<file path="config.mk">
export PLATFORM = sky130hd
export DESIGN_NAME = issue_stall_ctrl_flat
export DESIGN_NICKNAME = d
export VERILOG_FILES = /design/src/rtl/issue_stall_ctrl_pkg.sv /design/src/rtl/issue_stall_ctrl_if.sv /design/src/rtl/issue_stall_ctrl_hazard_detect.sv /design/src/rtl/issue_stall_ctrl.sv /design/src/flat_wrapper.sv
export SDC_FILE = /design/constraint.sdc
export NUM_CORES = 1
export LEC_CHECK = 0
export ABC_AREA = 1
export CAP_MARGIN = 40
export CORE_MARGIN = 2
export CORE_UTILIZATION = 35
export DETAILED_ROUTE_END_ITERATION = 16
export PLACE_DENSITY = 0.59
export SYNTH_ARGS = -nofsm -noshare
export SYNTH_HDL_FRONTEND = slang
export SYNTH_SLANG_ARGS = --single-unit
</file>
<file path="constraint.sdc">
create_clock -name clk -period 8.1 [get_ports clk]
set_clock_uncertainty 0.05 [all_clocks]
set_input_delay 1.62 -clock clk [delete_from_list [all_inputs] [get_ports clk]]
set_output_delay 1.62 -clock clk [all_outputs]
set_load 0.02 [all_outputs]
</file>
<file path="src/rtl/issue_stall_ctrl_pkg.sv">
// Shared opcode constants, state encoding and instruction-field helpers
// for the decode-stage issue controller.
package issue_stall_ctrl_pkg;

  localparam logic [5:0]  OP_BEQ    = 6'h04;
  localparam logic [5:0]  OP_BNE    = 6'h05;
  localparam logic [5:0]  OP_BGTZ   = 6'h07;
  localparam logic [5:0]  OP_ADDI   = 6'h08;
  localparam logic [5:0]  OP_LW     = 6'h23;
  localparam logic [5:0]  OP_SW     = 6'h2B;
  localparam logic [31:0] NOP_INSTR = 32'h0000_0000;

  typedef enum logic {
    RUN   = 1'b0,
    STALL = 1'b1
  } state_t;

  function automatic logic is_branch(input logic [5:0] op);
    return (op == OP_BEQ) || (op == OP_BNE) || (op == OP_BGTZ);
  endfunction

  // Register written by an already-issued instruction; 0 means "writes nothing".
  function automatic logic [4:0] dest_reg(input logic [31:0] instr);
    logic [5:0] op;
    op = instr[31:26];
    if (is_branch(op) || op == OP_SW) return 5'd0;
    if (op == OP_ADDI || op == OP_LW) return instr[20:16];
    return instr[15:11];
  endfunction

  // Opcodes whose rt field is a destination or unused rather than a source.
  function automatic logic rs_only(input logic [5:0] op);
    return (op == OP_BGTZ) || (op == OP_ADDI) || (op == OP_LW);
  endfunction

endpackage

</file>
<file path="src/rtl/issue_stall_ctrl_if.sv">
// Decode-stage issue bus: instruction in, issued instruction and enables out.
interface issue_stall_ctrl_if #(
  parameter int CNT_W = 16
);
  logic [31:0]      instr_in;
  logic             instr_valid;
  logic             hold;
  logic [31:0]      issue_instr;
  logic             pc_we;
  logic             ifid_we;
  logic             bubble;
  logic [CNT_W-1:0] stall_cnt;

  modport master (
    output instr_in, instr_valid, hold,
    input  issue_instr, pc_we, ifid_we, bubble, stall_cnt
  );

  modport slave (
    input  instr_in, instr_valid, hold,
    output issue_instr, pc_we, ifid_we, bubble, stall_cnt
  );
endinterface

</file>
<file path="src/rtl/issue_stall_ctrl_hazard_detect.sv">
// Combinational RAW / branch hazard check of the decoded instruction
// against the three most recently issued instructions.
module hazard_detect
  import issue_stall_ctrl_pkg::*;
(
  input  logic [31:0] curr,
  input  logic [31:0] prev1,
  input  logic [31:0] prev2,
  input  logic [31:0] prev3,
  output logic        hazard
);

  function automatic logic slot_hazard(input logic [31:0] cur, input logic [31:0] prev);
    logic [4:0] d;
    d = dest_reg(prev);
    if (is_branch(prev[31:26])) return 1'b1;
    if (d == 5'd0) return 1'b0;
    if (d == cur[25:21]) return 1'b1;
    return !rs_only(cur[31:26]) && (d == cur[20:16]);
  endfunction

  // Any older slot in conflict stalls the current instruction.
  always_comb begin
    hazard = slot_hazard(curr, prev1) | slot_hazard(curr, prev2) | slot_hazard(curr, prev3);
  end

endmodule

</file>
<file path="src/rtl/issue_stall_ctrl.sv">
// Decode-stage issue controller: tracks issued history, bubbles ID/EX on
// hazards while freezing PC and IF/ID, and counts bubble cycles.
//
// state | meaning
// RUN   | issuing normally; a hazard bubbles immediately
// STALL | bubbling until the hazard drains out of the history
module issue_stall_ctrl
  import issue_stall_ctrl_pkg::*;
#(
  parameter int DEPTH = 3,
  parameter int CNT_W = 16
) (
  input logic clk,
  input logic reset,
  issue_stall_ctrl_if.slave bus
);

  state_t           state_q, state_d;
  logic [31:0]      hist_q [DEPTH];
  logic [CNT_W-1:0] cnt_q;
  logic [1:0]       bub_run_q;
  logic             hazard_raw, hazard;
  logic [31:0]      issue;
  logic             we, bubble;

  hazard_detect u_hazard (
    .curr   (bus.instr_in),
    .prev1  (hist_q[0]),
    .prev2  (hist_q[1]),
    .prev3  (hist_q[2]),
    .hazard (hazard_raw)
  );

  assign hazard = hazard_raw & bus.instr_valid;

  // Next state and issue outputs; reset and hold both force a quiet cycle.
  always_comb begin
    state_d = state_q;
    issue   = NOP_INSTR;
    we      = 1'b0;
    bubble  = 1'b0;
    if (!reset && !bus.hold) begin
      if (hazard) begin
        bubble  = 1'b1;
        state_d = STALL;
      end else begin
        issue   = bus.instr_valid ? bus.instr_in : NOP_INSTR;
        we      = 1'b1;
        state_d = RUN;
      end
    end
  end

  // State, history shift, saturating bubble counter and bubble-run length.
  always_ff @(posedge clk) begin
    if (reset) begin
      state_q   <= RUN;
      cnt_q     <= '0;
      bub_run_q <= '0;
      for (int i = 0; i < DEPTH; i++) hist_q[i] <= NOP_INSTR;
    end else if (!bus.hold) begin
      state_q   <= state_d;
      hist_q[0] <= issue;
      for (int i = 1; i < DEPTH; i++) hist_q[i] <= hist_q[i-1];
      if (bubble && cnt_q != '1) cnt_q <= cnt_q + 1'b1;
      if (!bubble)                bub_run_q <= '0;
      else if (bub_run_q != 2'd3) bub_run_q <= bub_run_q + 2'd1;
    end
  end

  // Bubbles shift in as NOPs, so a fourth consecutive bubble cannot happen.
  always_ff @(posedge clk) begin
    if (!reset && !bus.hold && bubble) assert (bub_run_q != 2'd3);
  end

  assign bus.issue_instr = issue;
  assign bus.pc_we       = we;
  assign bus.ifid_we     = we;
  assign bus.bubble      = bubble;
  assign bus.stall_cnt   = cnt_q;

endmodule

</file>
<file path="src/flat_wrapper.sv">
// flat-port wrapper written by rule: the top's interface ports become plain ports
module issue_stall_ctrl_flat import issue_stall_ctrl_pkg::*;
#(
  parameter int DEPTH = 3,
  parameter int CNT_W = 16
)
  (clk, reset, bus_instr_in, bus_instr_valid, bus_hold, bus_issue_instr, bus_pc_we, bus_ifid_we, bus_bubble, bus_stall_cnt);
  issue_stall_ctrl_if #(.CNT_W(CNT_W)) bus_i ();
  input logic clk;
  input logic reset;
  input wire logic [$bits(bus_i.instr_in)-1:0] bus_instr_in;
  input wire logic [$bits(bus_i.instr_valid)-1:0] bus_instr_valid;
  input wire logic [$bits(bus_i.hold)-1:0] bus_hold;
  output wire logic [$bits(bus_i.issue_instr)-1:0] bus_issue_instr;
  output wire logic [$bits(bus_i.pc_we)-1:0] bus_pc_we;
  output wire logic [$bits(bus_i.ifid_we)-1:0] bus_ifid_we;
  output wire logic [$bits(bus_i.bubble)-1:0] bus_bubble;
  output wire logic [$bits(bus_i.stall_cnt)-1:0] bus_stall_cnt;
  assign bus_i.instr_in = bus_instr_in;
  assign bus_i.instr_valid = bus_instr_valid;
  assign bus_i.hold = bus_hold;
  assign bus_issue_instr = bus_i.issue_instr;
  assign bus_pc_we = bus_i.pc_we;
  assign bus_ifid_we = bus_i.ifid_we;
  assign bus_bubble = bus_i.bubble;
  assign bus_stall_cnt = bus_i.stall_cnt;
  issue_stall_ctrl #(.DEPTH(DEPTH), .CNT_W(CNT_W)) u_core (.clk(clk), .reset(reset), .bus(bus_i));
endmodule
</file>
---- Yosys cells after proc, flatten, opt, wreduce, memory -nomap -nowiden ----
Memory sizes are Yosys's and may differ from the RTL's.
Index checks and enable logic that the tools add are counted.
word-level totals
  memories ................................ 1
  output and inout port bits .............. 51
  memory bits (writable) .................. 96
  logic and storage cells ................. 136
  flip-flop bits (word level) ............. 16
operators by class
  add/sub/neg operators ................... 1
  reduce and logical (&&, ||, !) cells .... 26
  bitwise gates (word level) .............. 7
  eq/ne operators ......................... 28
  multiplexer cells ....................... 72
memory list
  memory         words  width  read ports  clocked after Yosys merged registers in  wr ports  line                    RTL
  u_core.hist_q  3      32     3           0                                        3         issue_stall_ctrl.sv:19  logic [31:0] hist_q [DEPTH];
operators by type and width
  cell                                                                    count
  32-bit two-way mux                                                      6
  6-bit by 3-bit equality test with 1-bit output (second input constant)  10
  5-bit two-way mux                                                       12
  1-bit two-way mux                                                       54
  6-bit equality test (second input constant)                             7
  5-bit equality test                                                     6
  6-bit by 4-bit equality test with 1-bit output (second input constant)  4
  16-bit by 1-bit adder with 16-bit output (second input constant)        1
  16-bit inequality test (second input constant)                          1
  5-bit logical NOT                                                       3
  1-bit logical OR                                                        14
  1-bit logical AND                                                       5
  1-bit OR                                                                5
  1-bit logical NOT                                                       3
  2-bit AND reduction                                                     1
  1-bit bitwise AND                                                       1
  1-bit NOT                                                               1

---- Logic depth before layout (Yosys ltp) ----
  depth in word-level cells ............... 23
  mapped depth ............................ 22
  depth with buffers taken out ............ 21

---- Cells and area by module ----
Synthesis repeated with hierarchy kept, for this count alone.
unflattened totals
  cell total of the unflattened synthesis .. 773
  area total of the unflattened synthesis .. 6267.3 um2
by module, submodules not included
  module            cells each  area an instance (um2)  times used
  issue_stall_ctrl  491         4854.7                  1
  hazard_detect     282         1412.6                  1

---- Worst setup path before layout ----
Ideal clock, no wire load.
  path kind ............................... input -> output
  start point ............................. input bus_instr_in[31]
  end point ............................... output bus_issue_instr[3]
  stages on the path ...................... 17
  path slack .............................. 3.072 ns
  buffers on the path ..................... 2
  arrival time ............................ 3.358 ns
  cells stage by stage .................... inv_1 -> nand3_1 -> nor3_1 -> o21ai_0 -> nand2_1 -> nor2_1 -> nand3_1 -> nand2_1 -> nand2_1 -> nand2_2 -> nor2_4 -> nor2_4 -> nor2_4 -> nand2_2 -> buf_6 -> buf_6 -> nor2_1
on the way
  word-level cells in the longest chain between the ends .. 13
  elaborated cells on any way between the ends .. 23
RTL lines
  item                                                                                                                     line                                  RTL
  start: declaration                                                                                                       flat_wrapper.sv:11                    input wire logic [$bits(bus_i.instr_in)-1:0] bus_instr_in;
  6-bit by 3-bit equality test with 1-bit output / 6-bit by 4-bit equality test with 1-bit output (equally long branches)  issue_stall_ctrl_pkg.sv:33            return (op == OP_BGTZ) || (op == OP_ADDI) || (op == OP_LW);
  1-bit logical OR                                                                                                         issue_stall_ctrl_pkg.sv:33
  1-bit logical OR (*)                                                                                                     issue_stall_ctrl_pkg.sv:33
  1-bit logical NOT (*)                                                                                                    issue_stall_ctrl_hazard_detect.sv:19  return !rs_only(cur[31:26]) && (d == cur[20:16]);
  1-bit logical AND                                                                                                        issue_stall_ctrl_hazard_detect.sv:19
  1-bit two-way mux                                                                                                        issue_stall_ctrl_hazard_detect.sv:19
  1-bit two-way mux                                                                                                        issue_stall_ctrl_hazard_detect.sv:18  if (d == cur[25:21]) return 1'b1;
  1-bit two-way mux                                                                                                        issue_stall_ctrl_hazard_detect.sv:17  if (d == 5'd0) return 1'b0;
  1-bit OR                                                                                                                 issue_stall_ctrl_hazard_detect.sv:24  hazard = slot_hazard(curr, prev1) | slot_hazard(curr, prev2) | slot_hazard(curr, prev3);
  1-bit OR (*)                                                                                                             issue_stall_ctrl_hazard_detect.sv:24
  1-bit bitwise AND (*)                                                                                                    issue_stall_ctrl.sv:34                assign hazard = hazard_raw & bus.instr_valid;
  32-bit two-way mux (*)                                                                                                   issue_stall_ctrl.sv:43                if (hazard) begin
  32-bit two-way mux (*)                                                                                                   issue_stall_ctrl.sv:42                if (!reset && !bus.hold) begin
  end: declaration                                                                                                         flat_wrapper.sv:14                    output wire logic [$bits(bus_i.issue_instr)-1:0] bus_issue_instr;
Every way passes the cells marked *; elsewhere a longest branch is shown, timed or not.

---- Worst setup path in the final report ----
  start point ............................. input bus_instr_in[31]
  end point ............................... output bus_issue_instr[18]
The elaborated chain is that of the path after synthesis.

==> results.md <==
- Worst R2R Path Depth: 20
- CTS hold repair buffers: 0
- Worst-Skew Late Latency: 0.33 ns
- Final period util: 81.5%
- Number of global-route vias before repair: 3910
- Worst slew pin tran: 0.557 ns
- Share of layout cells above drive strength 1: 10.1%
- Fin Setup TNS: 0 ns
- Die extent in x: 116 µm
- Post-DRT Antenna Nets: 0
- CTS tree: done
- VDD IR max: 80.6 µV
- Hold Path Class: reg2reg
- Pwr/cell area: 158 nW/µm²
- Crit path time final: 6.60 ns
- Detailed placement HPWL: 8710 µm
- Starting Density: 36.1%
- Final setup vio count: 0
- Startpoint Class: primary input
- CP startpoint: bus_instr_in[31]
- Final Hold Fails: 0
- PortBufs: 86
- Pin count of the biggest net entering global routing: 34
- Nets: 723
- Worst-path clk slew: 0.06 ns
- Most common cell after layout, fill and taps aside: nand2_1
- Site Rows: 40
- Pwr Total: 0.894 mW
- Total GRT Usage: 17.7%
- Yosys reg bits: 64
- R2R Setup Slk: 4.76 ns
- Root Buffer: clkbuf_16
- Routed wire per std cell: 13.3 µm
- CP max FO: 23
- CP endpoint: bus_issue_instr[18]
- Clock Sinks: 64
- Placer Congestion: 1.01
- CTS buffer count: 9
- PostCTS Resize Cnt: 0
- Chip height: 116 µm
- CTS H-tree depth: 3
- Sequential element share of the synthesized area: 40.4%
- Final-report max-slew violation count: 0
- Critical setup path kind: in2out
- Final worst setup slack: 1.50 ns
- Worst Setup End Kind: output pin
- Post-synthesis cell type count: 28
- Initial antenna violation count: 0
- Reg-to-Reg Start: u_core.hist_q[0][30]
- Syn nets: 638
- Crit path DAT: 4.93 ns
- First-pass GRT wire length: 18800 µm
- Syn-to-layout area delta: 29.6%
- Postcts setup bufs: 0
- Unrepaired setup endpoints after global routing: no
- Outcome: complete, no violations
- # IOs: 87
- Clock tree buffer depth: 2
- Mapped Cells: 601
- Synth warn: 0
- Peak Freq: 151 MHz
- Req. time, crit path: 6.43 ns
- Core area: 12100 µm²
- Max-cap violations: 0
- Pre-CTS setup slack: 1.45 ns
- Critical R2R Capture: u_core.hist_q[0][16]
- Detailed Route WL: 11400 µm
- Drt first pass iters: 5
- DR iter-0 viols: 224
- Leakage: 2.44 nW
- Mapped Area: 4360 µm²
- Relative slew slack: 62.4%
- Syn_area_per_cell: 7.25 µm²
- Avg Vias per Cell: 4.75
- Diodes inserted: 0
- Full die area: 13400 µm²
- Most frequent cells in the layout: nand2_1 (131), nor2_1 (100), inv_1 (97)
- Gr ovfl total: 0
- Vias: 4080
- # DRC: 0
==> kinds of logic (layout without fill, tap and decap cells) <==
kind of cell,after synthesis,in the layout,share of synthesized area (%)
XOR/XNOR,17,17,3.42
flip-flops,64,64,40.4
AND/OR/NAND/NOR,383,383,42.4
buffers and inverters,118,208,11.4
AO/OA/AOI/OAI,18,18,2.07
adder cells (fa/ha/maj),1,1,0.287
==> worst max-delay path, stage by stage <==
cell and delay [ns]:
clkdlybuf4s50_1 0.49, inv_1 0.08, nand3_1 0.08, nor3_1 0.04
o21ai_0 0.45, nand2_1 0.10, nor2_1 0.12, nand3_1 0.08
nand2_1 0.09, nand2_1 0.05, nand2_1 0.10, nor2_4 0.05
nor2_4 0.32, nor2_4 0.07, nand2_2 0.33, buf_16 0.23
nor2_1 0.05, clkdlybuf4s50_1 0.54
==> cells in the mapped netlist, drive strengths merged <==
library cell | count | area (µm²)
nand3b | 8 | 60.1
edfxtp | 48 | 1440
xor2 | 12 | 105
nand3 | 69 | 423
ha | 1 | 12.5
a21oi | 14 | 70.1
nand4 | 29 | 188
nand2 | 140 | 556
clkinv | 1 | 3.75
nor4 | 1 | 6.26
clkbuf | 6 | 22.5
xnor2 | 5 | 43.8
buf | 11 | 95.1
o21ai | 4 | 20.0
dfxtp | 16 | 320
inv | 100 | 375
nor3 | 10 | 50.1
nor2 | 126 | 563
==> power breakdown <==
group	switching, mW	total [mW]	internal, mW	leakage [nW]
registers	0.00901	0.378	0.369	0.661
clock network	0.140	0.345	0.205	0.132
logic	0.106	0.171	0.0645	1.65
==> metal layers <==
layer / global-route usage [%] / up-vias / routed length (µm)
met5: 0 / - / 0
met4: 4.82 / 0 / 183
met3: 3.50 / 18 / 642
met2: 29.3 / 127 / 5380
met1: 23.8 / 1854 / 5190
li1: - / 2081 / -
==> through the flow <==
stage               instance area, µm²  cells  util (%)  hold WS, ns
CTS                               5650    859      46.8        0.461
global placement                  5330    841      44.2        0.444
finish                            5650    859      46.8        0.459
detailed placement                5380    843      44.6        0.451
global route                      5650    859      46.8        0.485
floorplan                         4360    601         -        0.481
==> registers in the layout, summed over array words and instances, names as in the netlist <==
signal                cells
u_core.hist_q            48
u_core.bus.stall_cnt     16
==> how the worst min path moves through the flow <==
| stage | endpoint | slack, ns | start | depth (start not counted) |
|---|---|---|---|---|
| 3_5_place_dp | u_core.bus.stall_cnt[9] | 0.45 | u_core.bus.stall_cnt[9] | 2 |
| 5_1_grt | u_core.bus.stall_cnt[9] | 0.49 | u_core.bus.stall_cnt[9] | 2 |
| 3_3_place_gp | u_core.bus.stall_cnt[6] | 0.44 | u_core.bus.stall_cnt[6] | 2 |
| 2_1_floorplan | u_core.hist_q[0][48] | 0.48 | u_core.hist_q[0][16] | 2 |
| 6_report | u_core.bus.stall_cnt[6] | 0.46 | u_core.bus.stall_cnt[6] | 2 |
| 4_1_cts | u_core.bus.stall_cnt[9] | 0.46 | u_core.bus.stall_cnt[9] | 2 |
==> final cells by class <==
class,count,area [µm²]
inverter,101,379
clock buffer,10,229
sequential,64,1760
tap,168,210
clock inverter,6,36.3
timing repair buffer,91,931
multi-input combinational,419,2100
fill,1204,6410
No activity file was read; power rests on OpenSTA's default activity.
